<file path="config.mk">
export PLATFORM = sky130hd
export DESIGN_NAME = pushbutton_array_processor
export DESIGN_NICKNAME = d
export VERILOG_FILES = /design/src/rtl/pushbutton_pkg.sv /design/src/rtl/pushbutton_channel.sv /design/src/rtl/pushbutton_array_processor.sv
export SDC_FILE = /design/constraint.sdc
export NUM_CORES = 1
export LEC_CHECK = 0
export ABC_AREA = 0
export CAP_MARGIN = 20
export CORE_ASPECT_RATIO = 0.6
export CORE_UTILIZATION = 45
export CTS_BUF_LIST = sky130_fd_sc_hd__clkbuf_4
export DETAILED_ROUTE_END_ITERATION = 16
export PLACE_DENSITY = 0.73
export SLEW_MARGIN = 20
export SYNTH_ARGS = -nofsm -noshare
export SYNTH_HDL_FRONTEND = slang
export SYNTH_SLANG_ARGS = --single-unit
</file>
<file path="constraint.sdc">
create_clock -name clk_1khz -period 1.9 [get_ports clk_1khz]
set_input_delay 0.57 -clock clk_1khz [delete_from_list [all_inputs] [get_ports clk_1khz]]
set_output_delay 0.57 -clock clk_1khz [all_outputs]
set_load 0.03 [all_outputs]
</file>
<file path="src/rtl/pushbutton_pkg.sv">
// Shared definitions for the pushbutton array: press FSM encoding and counter sizing.
package pushbutton_pkg;

    typedef enum logic [1:0] {
        IDLE = 2'd0,
        HELD = 2'd1,
        LONG = 2'd2
    } press_state_e;

    // Bits needed to hold any value in 0..max_val.
    function automatic int cnt_w(input int max_val);
        return $clog2(max_val + 1);
    endfunction

endpackage

</file>
<file path="src/rtl/pushbutton_channel.sv">
// One button channel: 2-FF synchroniser, debouncer and short/long press classifier.
// Optional auto-repeat of count_down while long-held: define PUSHBUTTON_AUTOREPEAT_EN.
module pushbutton_channel
    import pushbutton_pkg::*;
#(
    parameter int DEBOUNCE_MS = 20,
    parameter int LONG_MS     = 2000,
    parameter int REPEAT_MS   = 250
) (
    input  logic clk_1khz,
    input  logic rst_i,
    input  logic pushbutton_i,
    output logic pressed,
    output logic count_up,
    output logic count_down
);
    localparam int DB_W   = cnt_w(DEBOUNCE_MS);
    localparam int HOLD_W = cnt_w(LONG_MS);
    localparam logic [DB_W-1:0]   DB_LAST   = DB_W'(DEBOUNCE_MS - 1);
    localparam logic [HOLD_W-1:0] HOLD_LAST = HOLD_W'(LONG_MS - 1);

    if (DEBOUNCE_MS < 1 || LONG_MS <= DEBOUNCE_MS || REPEAT_MS < 1) begin : g_bad_params
        $error("pushbutton_channel: invalid timing parameters");
    end

    logic              s1_q, s2_q;
    logic              pressed_q, pressed_d;
    logic [DB_W-1:0]   db_cnt_q, db_cnt_d;
    press_state_e      state_q, state_d;
    logic [HOLD_W-1:0] hold_cnt_q, hold_cnt_d;
    logic              up_q, up_d, down_q, down_d;
`ifdef PUSHBUTTON_AUTOREPEAT_EN
    localparam int REP_W = cnt_w(REPEAT_MS);
    localparam logic [REP_W-1:0] REP_LAST = REP_W'(REPEAT_MS - 1);
    logic [REP_W-1:0]  rep_cnt_q, rep_cnt_d;
`endif

    always_comb begin
        pressed_d = pressed_q;
        db_cnt_d  = db_cnt_q;
        if (s2_q == pressed_q) begin
            db_cnt_d = '0;
        end else if (db_cnt_q == DB_LAST) begin
            pressed_d = s2_q;
            db_cnt_d  = '0;
        end else begin
            db_cnt_d = db_cnt_q + DB_W'(1);
        end
    end

    // The FSM reacts to the debouncer's next value so pulses land exactly
    // LONG_MS cycles after the debounced rise; release beats the long threshold.
    always_comb begin
        state_d    = state_q;
        hold_cnt_d = hold_cnt_q;
        up_d       = 1'b0;
        down_d     = 1'b0;
`ifdef PUSHBUTTON_AUTOREPEAT_EN
        rep_cnt_d  = rep_cnt_q;
`endif
        case (state_q)
            IDLE: begin
                if (pressed_d) begin
                    state_d    = HELD;
                    hold_cnt_d = '0;
                end
            end
            HELD: begin
                if (!pressed_d) begin
                    up_d    = 1'b1;
                    state_d = IDLE;
                end else if (hold_cnt_q == HOLD_LAST) begin
                    down_d  = 1'b1;
                    state_d = LONG;
                end else begin
                    hold_cnt_d = hold_cnt_q + HOLD_W'(1);
                end
            end
            LONG: begin
                if (!pressed_d) begin
                    state_d = IDLE;
`ifdef PUSHBUTTON_AUTOREPEAT_EN
                    rep_cnt_d = '0;
                end else if (rep_cnt_q == REP_LAST) begin
                    down_d    = 1'b1;
                    rep_cnt_d = '0;
                end else begin
                    rep_cnt_d = rep_cnt_q + REP_W'(1);
`endif
                end
            end
            default: state_d = IDLE;
        endcase
    end

    always_ff @(posedge clk_1khz) begin
        if (rst_i) begin
            s1_q       <= 1'b0;
            s2_q       <= 1'b0;
            pressed_q  <= 1'b0;
            db_cnt_q   <= '0;
            state_q    <= IDLE;
            hold_cnt_q <= '0;
            up_q       <= 1'b0;
            down_q     <= 1'b0;
`ifdef PUSHBUTTON_AUTOREPEAT_EN
            rep_cnt_q  <= '0;
`endif
        end else begin
            s1_q       <= pushbutton_i;
            s2_q       <= s1_q;
            pressed_q  <= pressed_d;
            db_cnt_q   <= db_cnt_d;
            state_q    <= state_d;
            hold_cnt_q <= hold_cnt_d;
            up_q       <= up_d;
            down_q     <= down_d;
`ifdef PUSHBUTTON_AUTOREPEAT_EN
            rep_cnt_q  <= rep_cnt_d;
`endif
        end
    end

    assign pressed    = pressed_q;
    assign count_up   = up_q;
    assign count_down = down_q;

endmodule

</file>
<file path="src/rtl/pushbutton_array_processor.sv">
// N_CH independent pushbutton channels in the clk_1khz domain.
// Optional auto-repeat of count_down while long-held: define PUSHBUTTON_AUTOREPEAT_EN.
module pushbutton_array_processor
    import pushbutton_pkg::*;
#(
    parameter int N_CH        = 2,
    parameter int DEBOUNCE_MS = 20,
    parameter int LONG_MS     = 2000,
    parameter int REPEAT_MS   = 250
) (
    input  logic            clk_1khz,
    input  logic            rst_i,
    input  logic [N_CH-1:0] pushbutton_i,
    output logic [N_CH-1:0] pressed,
    output logic [N_CH-1:0] count_up,
    output logic [N_CH-1:0] count_down
);

    for (genvar g = 0; g < N_CH; g++) begin : g_ch
        pushbutton_channel #(
            .DEBOUNCE_MS(DEBOUNCE_MS),
            .LONG_MS    (LONG_MS),
            .REPEAT_MS  (REPEAT_MS)
        ) u_ch (
            .clk_1khz    (clk_1khz),
            .rst_i       (rst_i),
            .pushbutton_i(pushbutton_i[g]),
            .pressed     (pressed[g]),
            .count_up    (count_up[g]),
            .count_down  (count_down[g])
        );
    end

endmodule

</file>
-- Yosys cells after proc, flatten, opt, wreduce, memory -nomap -nowiden
Cells that the tools add are included.
- register bits: 46
- input port bits: 4
- output and inout bits: 6
- $add $sub $neg: 4
- equality and inequality tests: 20
- muxes and demuxes: 26
- bitwise logic cells: 4
- reduce and logical (&&, ||, !) cells: 14
- operators with widths (operator ; count):
    $mux W11 ; 6
    $pmux W11 S2 ; 2
    $add A11 B1 Y11 const B ; 2
    $eq A11 B11 Y1 const B ; 2
    $mux W2 ; 8
    $pmux W2 S3 ; 2
    $reduce_or A3 Y1 ; 4
    $add A5 B1 Y5 const B ; 2
    $eq A5 B5 Y1 const B ; 2
    $mux W1 ; 8
    $ne A2 B1 Y1 const B ; 4
    $ne A2 B2 Y1 const B ; 4
    $reduce_and A4 Y1 ; 2
    $ne A3 B3 Y1 const B ; 2
    $reduce_and A3 Y1 ; 2
    $eq A2 B1 Y1 const B ; 2
    $eq A2 B2 Y1 const B ; 2
    $logic_not A2 Y1 ; 2
    $not A1 Y1 ; 4
    $reduce_bool A2 Y1 ; 2
    $reduce_or A2 Y1 ; 2
    $eq A1 B1 Y1 ; 2

-- Depth between registers and ports, before layout
Gate-level depths: netlist of run 1.
- depth after elaboration: 5
- gate-level depth with buffers: 6
- gate-level depth less buffers: 5

-- Modules after synthesis
Synthesis of run 1 repeated with hierarchy kept, for this count alone.
- cells, all modules: 223
- area total of the unflattened synthesis: 2069.5 um^2
- modules (own cells, without submodules) (module ; times used ; cells an instance ; area an instance (um^2)):
    pushbutton_channel (g_ch[0].u_ch) ; 1 ; 113 ; 1052.3
    pushbutton_channel (g_ch[1].u_ch) ; 1 ; 110 ; 1017.2

-- Worst setup path before layout of run 1
OpenSTA, ideal clock, no wires.
- path type: in2reg
- start point: input port rst_i
- end point: register g_ch[0].u_ch.hold_cnt_q[5]
- arrival time: 1.822 ns
- setup slack: 0.011 ns
- stages on the path: 5
- path through: buf_6 > or3b_1 > or4_1 > o31a_1 > o21ai_2
- RTL lines (item ; RTL line ; RTL):
    start: declaration ; pushbutton_array_processor.sv:12 ; input logic rst_i,
    end signal: assignment ; pushbutton_channel.sv:115 ; hold_cnt_q <= hold_cnt_d;
    end: declaration ; pushbutton_channel.sv:30 ; logic [HOLD_W-1:0] hold_cnt_q, hold_cnt_d;

==> results.py, run 1 <==
metrics = {
    "drt": {
        "drc": 0,
        "wl_met2_um": 2000,
        "highest_layer": "met4",
        "drt_first_pass_iters": 4,
        "viasPerCell": 5.95,
        "dr_total_vias": 2024,
        "final_antenna_net_count": 0,
        "wl_met3_um": 361,
        "drt_iter0_drc": 152,
        "m1WireLength_um": 2860,
        "wire_per_inst_um": 15.4,
        "routed_wirelength_um": 5240,
    },
    "global_routing": {
        "grt_pass1_vias": 1752,
        "overflow": 0,
        "antenna_found_initial": 0,
        "grt_pass1_wl_um": 8680,
        "grt_usage": 0.213,
        "grt_max_degree": 19,
    },
    "timing": {
        "period_minus_slack_ns": 1.88,
        "whs_ns": 0.423,
        "fin_crit_sh": 0.992,
        "max_slew.worst_pin.slew_ns": 0.483,
        "relSlewSlack": 0.678,
        "timing.fmax_mhz": 531,
        "skew_ns": 0.00832,
        "slew_viol_final": 0,
        "setup_viol": 0,
        "hold_viol_final": 0,
        "layout_setup_ws_ns": 0.0151,
    },
    "yosys": {
        "syn_nets": 262,
        "synth_flop_cell": "dfxtp_1",
        "synth_warnings": 0,
        "async_flop_share": 0,
        "synth_cell_types": 55,
        "syn-cell-area_mm2": 0.00227,
        "ys_seq_area_frac": 0.406,
        "synth_seq_cells": 46,
        "syn-instance-count": 254,
        "synth_area_per_cell_um2": 8.94,
        "synth-edff-count": 0,
    },
    "setup_path": {
        "path_max_fanout": 3,
        "cp.arrival_ns": 2.17,
        "r2r_start": "g_ch[0].u_ch.db_cnt_q[0]",
        "rr_worst_depth": 5,
        "required_ns": 2.19,
        "cp_num_buf_inv": 1,
        "timing.critical_path.slowest_stage_cell": "or4_1",
        "max_stage_delay_ns": 0.47,
        "rr_endpoint": "g_ch[0].u_ch.hold_cnt_q[0]",
        "path_cells": "clkdlybuf4s50_1 > or3b_4 > or4_1 > o31a_1 > o21ai_1",
        "critPathTopFamily": "simple AND/OR/NAND/NOR gates",
        "cp-start-kind": "input pin",
        "reg2reg_slack_ns": 0.08,
        "endpoint_kind": "flop",
        "critPathKind": "in2reg",
    },
    "cts": {
        "clkSinkCount": 46,
        "hold_buffers": 0,
        "numCtsBuffers": 5,
        "clkLatencyLatePin_ns": 0.34,
        "clkTransAtPathRegs_ns": 0.13,
        "cts_tree": "yes",
        "cts-htree-levels": 2,
        "clockBufferDepth": 2,
        "cts_root_buffer": "clkbuf_4",
    },
    "layout": {
        "stdcell_area_mm2": 0.00260,
        "fill_cells": 450,
        "final_cell_mix": "45 x dfxtp_1, 22 x buf_4, 20 x nand2_1",
        "final_nets": 286,
        "drive_gt1_frac": 0.162,
        "synthToLayoutAreaGrowth_pct": 14.5,
        "insertedDiodeCount": 0,
        "fin_cells": 340,
        "final_common_cell": "dfxtp_1",
    },
    "power": {
        "swShare": 0.224,
        "power.leakage_nw": 0.877,
        "clkPwrFrac": 0.295,
        "seq_power_share": 0.679,
        "peakVddDrop_v": 0.000335,
        "power.switching_mw": 0.321,
        "p_int_mw": 1.11,
        "power_density_mw_per_mm2": 551,
        "power_frac_comb": 0.026,
        "power_mw": 1.43,
    },
    "die": {
        "die_x_um": 93.7,
        "die_h_um": 57.0,
        "core_area_mm2": 0.00471,
        "io_pins": 10,
        "fp.dieArea_mm2": 0.00534,
        "start_util": 0.482,
        "rows": 19,
    },
    "status": {
        "status": "finished, final reports clean",
    },
    "place": {
        "port_buffers": 9,
        "dpl_cell_area_mm2": 0.00251,
        "dp_hpwl_um": 3930,
        "gp_congestion": 0.887,
        "dp.cells": 333,
        "pre_cts_ws_ns": -0.393,
    },
    "job": {
        "cap_violations": 0,
    },
    "worst_hold_path": {
        "hold_end": "g_ch[0].u_ch.db_cnt_q[0]",
        "hold_depth": 1,
        "min_path_type": "reg2reg",
        "hold_start": "g_ch[0].u_ch.db_cnt_q[0]",
    },
}
==> kinds of logic after synthesis <==
kind of cell,Yosys count,synth area share
AND/OR/NAND/NOR,113,0.288
XOR/XNOR,8,0.0309
flip-flops,46,0.406
AO/OA/AOI/OAI,47,0.160
buffers and inverters,30,0.0639
multiplexers,6,0.0297
adder cells (fa/ha/maj),4,0.0220
==> through the flow <==
step           setup TNS [ns]  utilization
6_report                    0        0.553
4_1_cts                     0        0.541
2_1_floorplan               0            -
3_5_place_dp            -3.06        0.534
3_3_place_gp            -2.28        0.534
5_1_grt             -0.000138        0.553
==> layout make-up <==
cell class	count	area (µm²)	share of cell area
clock buffer	5	37.5	0.0144
clock inverter	1	3.75	0.00144
inverter	16	60.1	0.0231
multi-input combinational	178	1250	0.481
sequential	46	922	0.354
tap	63	78.8	0.0303
timing repair buffer	31	248	0.0952
==> state kept, by name, summed over array words and instances (netlist names) <==
signal / cells
g_ch.u_ch.count_down: 2
g_ch.u_ch.count_up: 2
g_ch.u_ch.db_cnt_q: 10
g_ch.u_ch.hold_cnt_q: 22
g_ch.u_ch.pressed: 2
g_ch.u_ch.s1_q: 2
g_ch.u_ch.s2_q: 2
g_ch.u_ch.state_q: 4
==> per-layer routing <==
| layer | vias to the layer above | GRT usage |
|---|---|---|
| met5 | - | 0 |
| met4 | 0 | 0.0527 |
| met3 | 2 | 0.0547 |
| met2 | 58 | 0.272 |
| met1 | 968 | 0.344 |
| li1 | 996 | - |
==> repair_timing <==
item / 4_1_cts / 5_1_grt
pin swaps: 3 / 2
setup endpoints to repair: 7 / 17
gates resized for setup: 7 / 10
buffers inserted: 0 / 1
hold endpoints to repair: 0 / 0
gates cloned: 0 / 0
==> cells in the mapped netlist, types with 5 or more instances <==
library cell	n	area, µm²
nand2_1	20	75.1
inv_1	16	60.1
nand3_1	16	80.1
nor2_1	15	56.3
or3_1	5	31.3
nand4_1	7	43.8
nor4_1	5	31.3
nor3_1	8	40.0
and3_1	5	31.3
and4_1	5	43.8
nor2b_1	8	50.1
dfxtp_1	46	921
a31oi_1	6	37.5
buf_4	6	45.0
==> power groups by stage <==
stage / Sequential (mW) / Combinational, mW / Clock, mW
floorplan: 0.993 / 0.0221 / 0
global placement: 0.994 / 0.0361 / 0
detailed placement: 0.994 / 0.0367 / 0
CTS: 0.973 / 0.0369 / 0.436
global route: 0.975 / 0.0411 / 0.488
finish: 0.973 / 0.0379 / 0.423
==> how the worst max path moves through the flow <==
stage	start	endpoint	slack, ns	depth (start not counted)
2_1_floorplan	rst_i	g_ch[0].u_ch.hold_cnt_q[5]	0.01	5
3_3_place_gp	rst_i	g_ch[0].u_ch.hold_cnt_q[5]	-0.36	5
3_5_place_dp	rst_i	g_ch[0].u_ch.hold_cnt_q[5]	-0.39	5
4_1_cts	rst_i	g_ch[0].u_ch.hold_cnt_q[6]	0.03	5
5_1_grt	g_ch[0].u_ch.db_cnt_q[0]	g_ch[0].u_ch.hold_cnt_q[7]	-0.0001	5
6_report	rst_i	g_ch[0].u_ch.hold_cnt_q[6]	0.02	5
Power figures use the tool's default switching activity.
==> run 2, diff against run 1 <==
--- a/config.mk
+++ b/config.mk
@@ -12,6 +12,7 @@
 export CTS_BUF_LIST = sky130_fd_sc_hd__clkbuf_4
 export DETAILED_ROUTE_END_ITERATION = 16
 export PLACE_DENSITY = 0.73
+export SKIP_LAST_GASP = 1
 export SLEW_MARGIN = 20
 export SYNTH_ARGS = -nofsm -noshare
 export SYNTH_HDL_FRONTEND = slang
==> results.py, run 2 (synthesized netlist as in run 1, its figures left out) <==
metrics = {
    "power": {
        "power.leakage_nw": 0.877,
        "power_density_mw_per_mm2": 554,
        "peakVddDrop_v": 0.000333,
        "power_mw": 1.43,
    },
    "place": {
        "dp_hpwl_um": 3930,
        "port_buffers": 9,
        "gp_congestion": 0.887,
        "pre_cts_ws_ns": -0.393,
        "dpl_cell_area_mm2": 0.00251,
    },
    "cts": {
        "clockBufferDepth": 2,
        "cts_tree": "yes",
        "clkSinkCount": 46,
        "numCtsBuffers": 5,
        "hold_buffers": 0,
        "clkLatencyLatePin_ns": 0.34,
        "clkTransAtPathRegs_ns": 0.13,
        "cts-htree-levels": 2,
        "cts_root_buffer": "clkbuf_4",
    },
    "worst_hold_path": {
        "hold_start": "g_ch[0].u_ch.db_cnt_q[0]",
        "hold_end": "g_ch[0].u_ch.db_cnt_q[0]",
        "min_path_type": "reg2reg",
        "hold_depth": 1,
    },
    "setup_path": {
        "rr_worst_depth": 5,
        "cp.arrival_ns": 2.17,
        "crit_start": "rst_i",
        "rr_endpoint": "g_ch[0].u_ch.hold_cnt_q[0]",
        "r2r_start": "g_ch[0].u_ch.db_cnt_q[0]",
        "critPathKind": "in2reg",
        "reg2reg_slack_ns": 0.08,
        "cp-start-kind": "input pin",
        "path_max_fanout": 3,
        "required_ns": 2.19,
        "endpoint_kind": "flop",
    },
    "die": {
        "rows": 19,
        "io_pins": 10,
        "die_x_um": 93.7,
        "core_area_mm2": 0.00471,
        "fp.dieArea_mm2": 0.00534,
        "start_util": 0.482,
        "die_h_um": 57.0,
    },
    "timing": {
        "whs_ns": 0.425,
        "fin_crit_sh": 0.988,
        "slew_viol_final": 0,
        "relSlewSlack": 0.684,
        "skew_ns": 0.00703,
        "hold_viol_final": 0,
        "final.setup.tns_ns": 0,
        "rsz0062_at_grt": "yes",
        "timing.fmax_mhz": 533,
        "setup_viol": 0,
        "max_slew.worst_pin.slew_ns": 0.474,
        "period_minus_slack_ns": 1.88,
        "layout_setup_ws_ns": 0.0230,
    },
    "drt": {
        "dr_total_vias": 2007,
        "drc": 0,
        "wire_per_inst_um": 15.2,
        "drt_first_pass_iters": 4,
        "routed_wirelength_um": 5180,
        "drt_iter0_drc": 157,
        "final_antenna_net_count": 0,
        "viasPerCell": 5.90,
    },
    "global_routing": {
        "overflow": 0,
        "grt_pass1_wl_um": 8680,
        "grt_max_degree": 19,
        "grt_pass1_vias": 1752,
        "antenna_found_initial": 0,
        "grt_usage": 0.213,
    },
    "layout": {
        "drive_gt1_frac": 0.155,
        "insertedDiodeCount": 0,
        "largest_register_ffs": 22,
        "final_cell_mix": "45 x dfxtp_1, 22 x buf_4, 20 x nand2_1",
        "top_regs": "g_ch.u_ch.hold_cnt_q x22, g_ch.u_ch.db_cnt_q x10, g_ch.u_ch.state_q x4",
        "synthToLayoutAreaGrowth_pct": 14.0,
        "final_nets": 286,
        "final_common_cell": "dfxtp_1",
        "stdcell_area_mm2": 0.00259,
        "top_register": "g_ch.u_ch.hold_cnt_q",
    },
    "status": {
        "status": "finished, final reports clean",
    },
    "job": {
        "cap_violations": 0,
    },
}
-- run 2: changes by cell type in the layout (fill, tap and decap cells not counted) --
cell      change
or3_4         -1
a221oi_1      +1
a221oi_2      -1
or3_1         +1
-- run 2: timing repair --
action                                  CTS  global route
setup buffers                             0             1
hold endpoints to repair                  0             0
gates cloned                              0             0
resized for setup                         7             8
pin swaps                                 3             2
endpoints found under the setup margin    7            17
-- run 2: how the worst max path moves through the flow --
stage / end / slack (ns)
5_1_grt: g_ch[1].u_ch.hold_cnt_q[10] / -0.01
6_report: g_ch[0].u_ch.hold_cnt_q[6] / 0.02
3_3_place_gp: g_ch[0].u_ch.hold_cnt_q[5] / -0.36
4_1_cts: g_ch[0].u_ch.hold_cnt_q[6] / 0.03
2_1_floorplan: g_ch[0].u_ch.hold_cnt_q[5] / 0.01
3_5_place_dp: g_ch[0].u_ch.hold_cnt_q[5] / -0.39
-- run 2: layout make-up --
class	count	area, µm²
clock buffers	5	37.5
clock inverters	1	3.75
fillers	447	2120
inverters	16	60.1
multi-input cells	178	1240
flip-flops and latches	46	922
well taps	63	78.8
repair buffers	31	248
-- run 2: layer usage --
metal	track usage	wire [µm]	vias up
li1	-	-	996
met1	0.344	2840	961
met2	0.272	1980	48
met3	0.0547	329	2
met4	0.0527	25	0
met5	0	0	-
-- run 2: through the flow --
stage                     std cells   util
after floorplan                 254      -
after global placement          333  0.534
after detailed placement        333  0.534
after CTS                       339  0.541
after global routing            340  0.550
final                           340  0.550
-- run 2: worst max-delay path: stages --
cell and delay [ns]:
clkdlybuf4s50_1 0.42, or3b_4 0.41, or4_1 0.47, o31a_1 0.24, o21ai_1 0.06
-- run 2: power breakdown --
group          internal, mW  leakage (nW)  total [mW]  switching, mW
Clock                 0.127        0.0246       0.423          0.296
Sequential            0.970         0.372       0.973        0.00353
Combinational        0.0159         0.480      0.0374         0.0215
Total                  1.11         0.877        1.43          0.321
==> run 3, diff against run 2 <==
--- a/config.mk
+++ b/config.mk
@@ -10,7 +10,9 @@
 export CORE_ASPECT_RATIO = 0.6
 export CORE_UTILIZATION = 45
 export CTS_BUF_LIST = sky130_fd_sc_hd__clkbuf_4
+export CTS_CLUSTER_SIZE = 16
 export DETAILED_ROUTE_END_ITERATION = 16
+export GPL_ROUTABILITY_DRIVEN = 0
 export PLACE_DENSITY = 0.73
 export SKIP_LAST_GASP = 1
 export SLEW_MARGIN = 20
==> results of run 3 <==
Same layout as run 2: the final DEF is identical, and so are final timing and power.
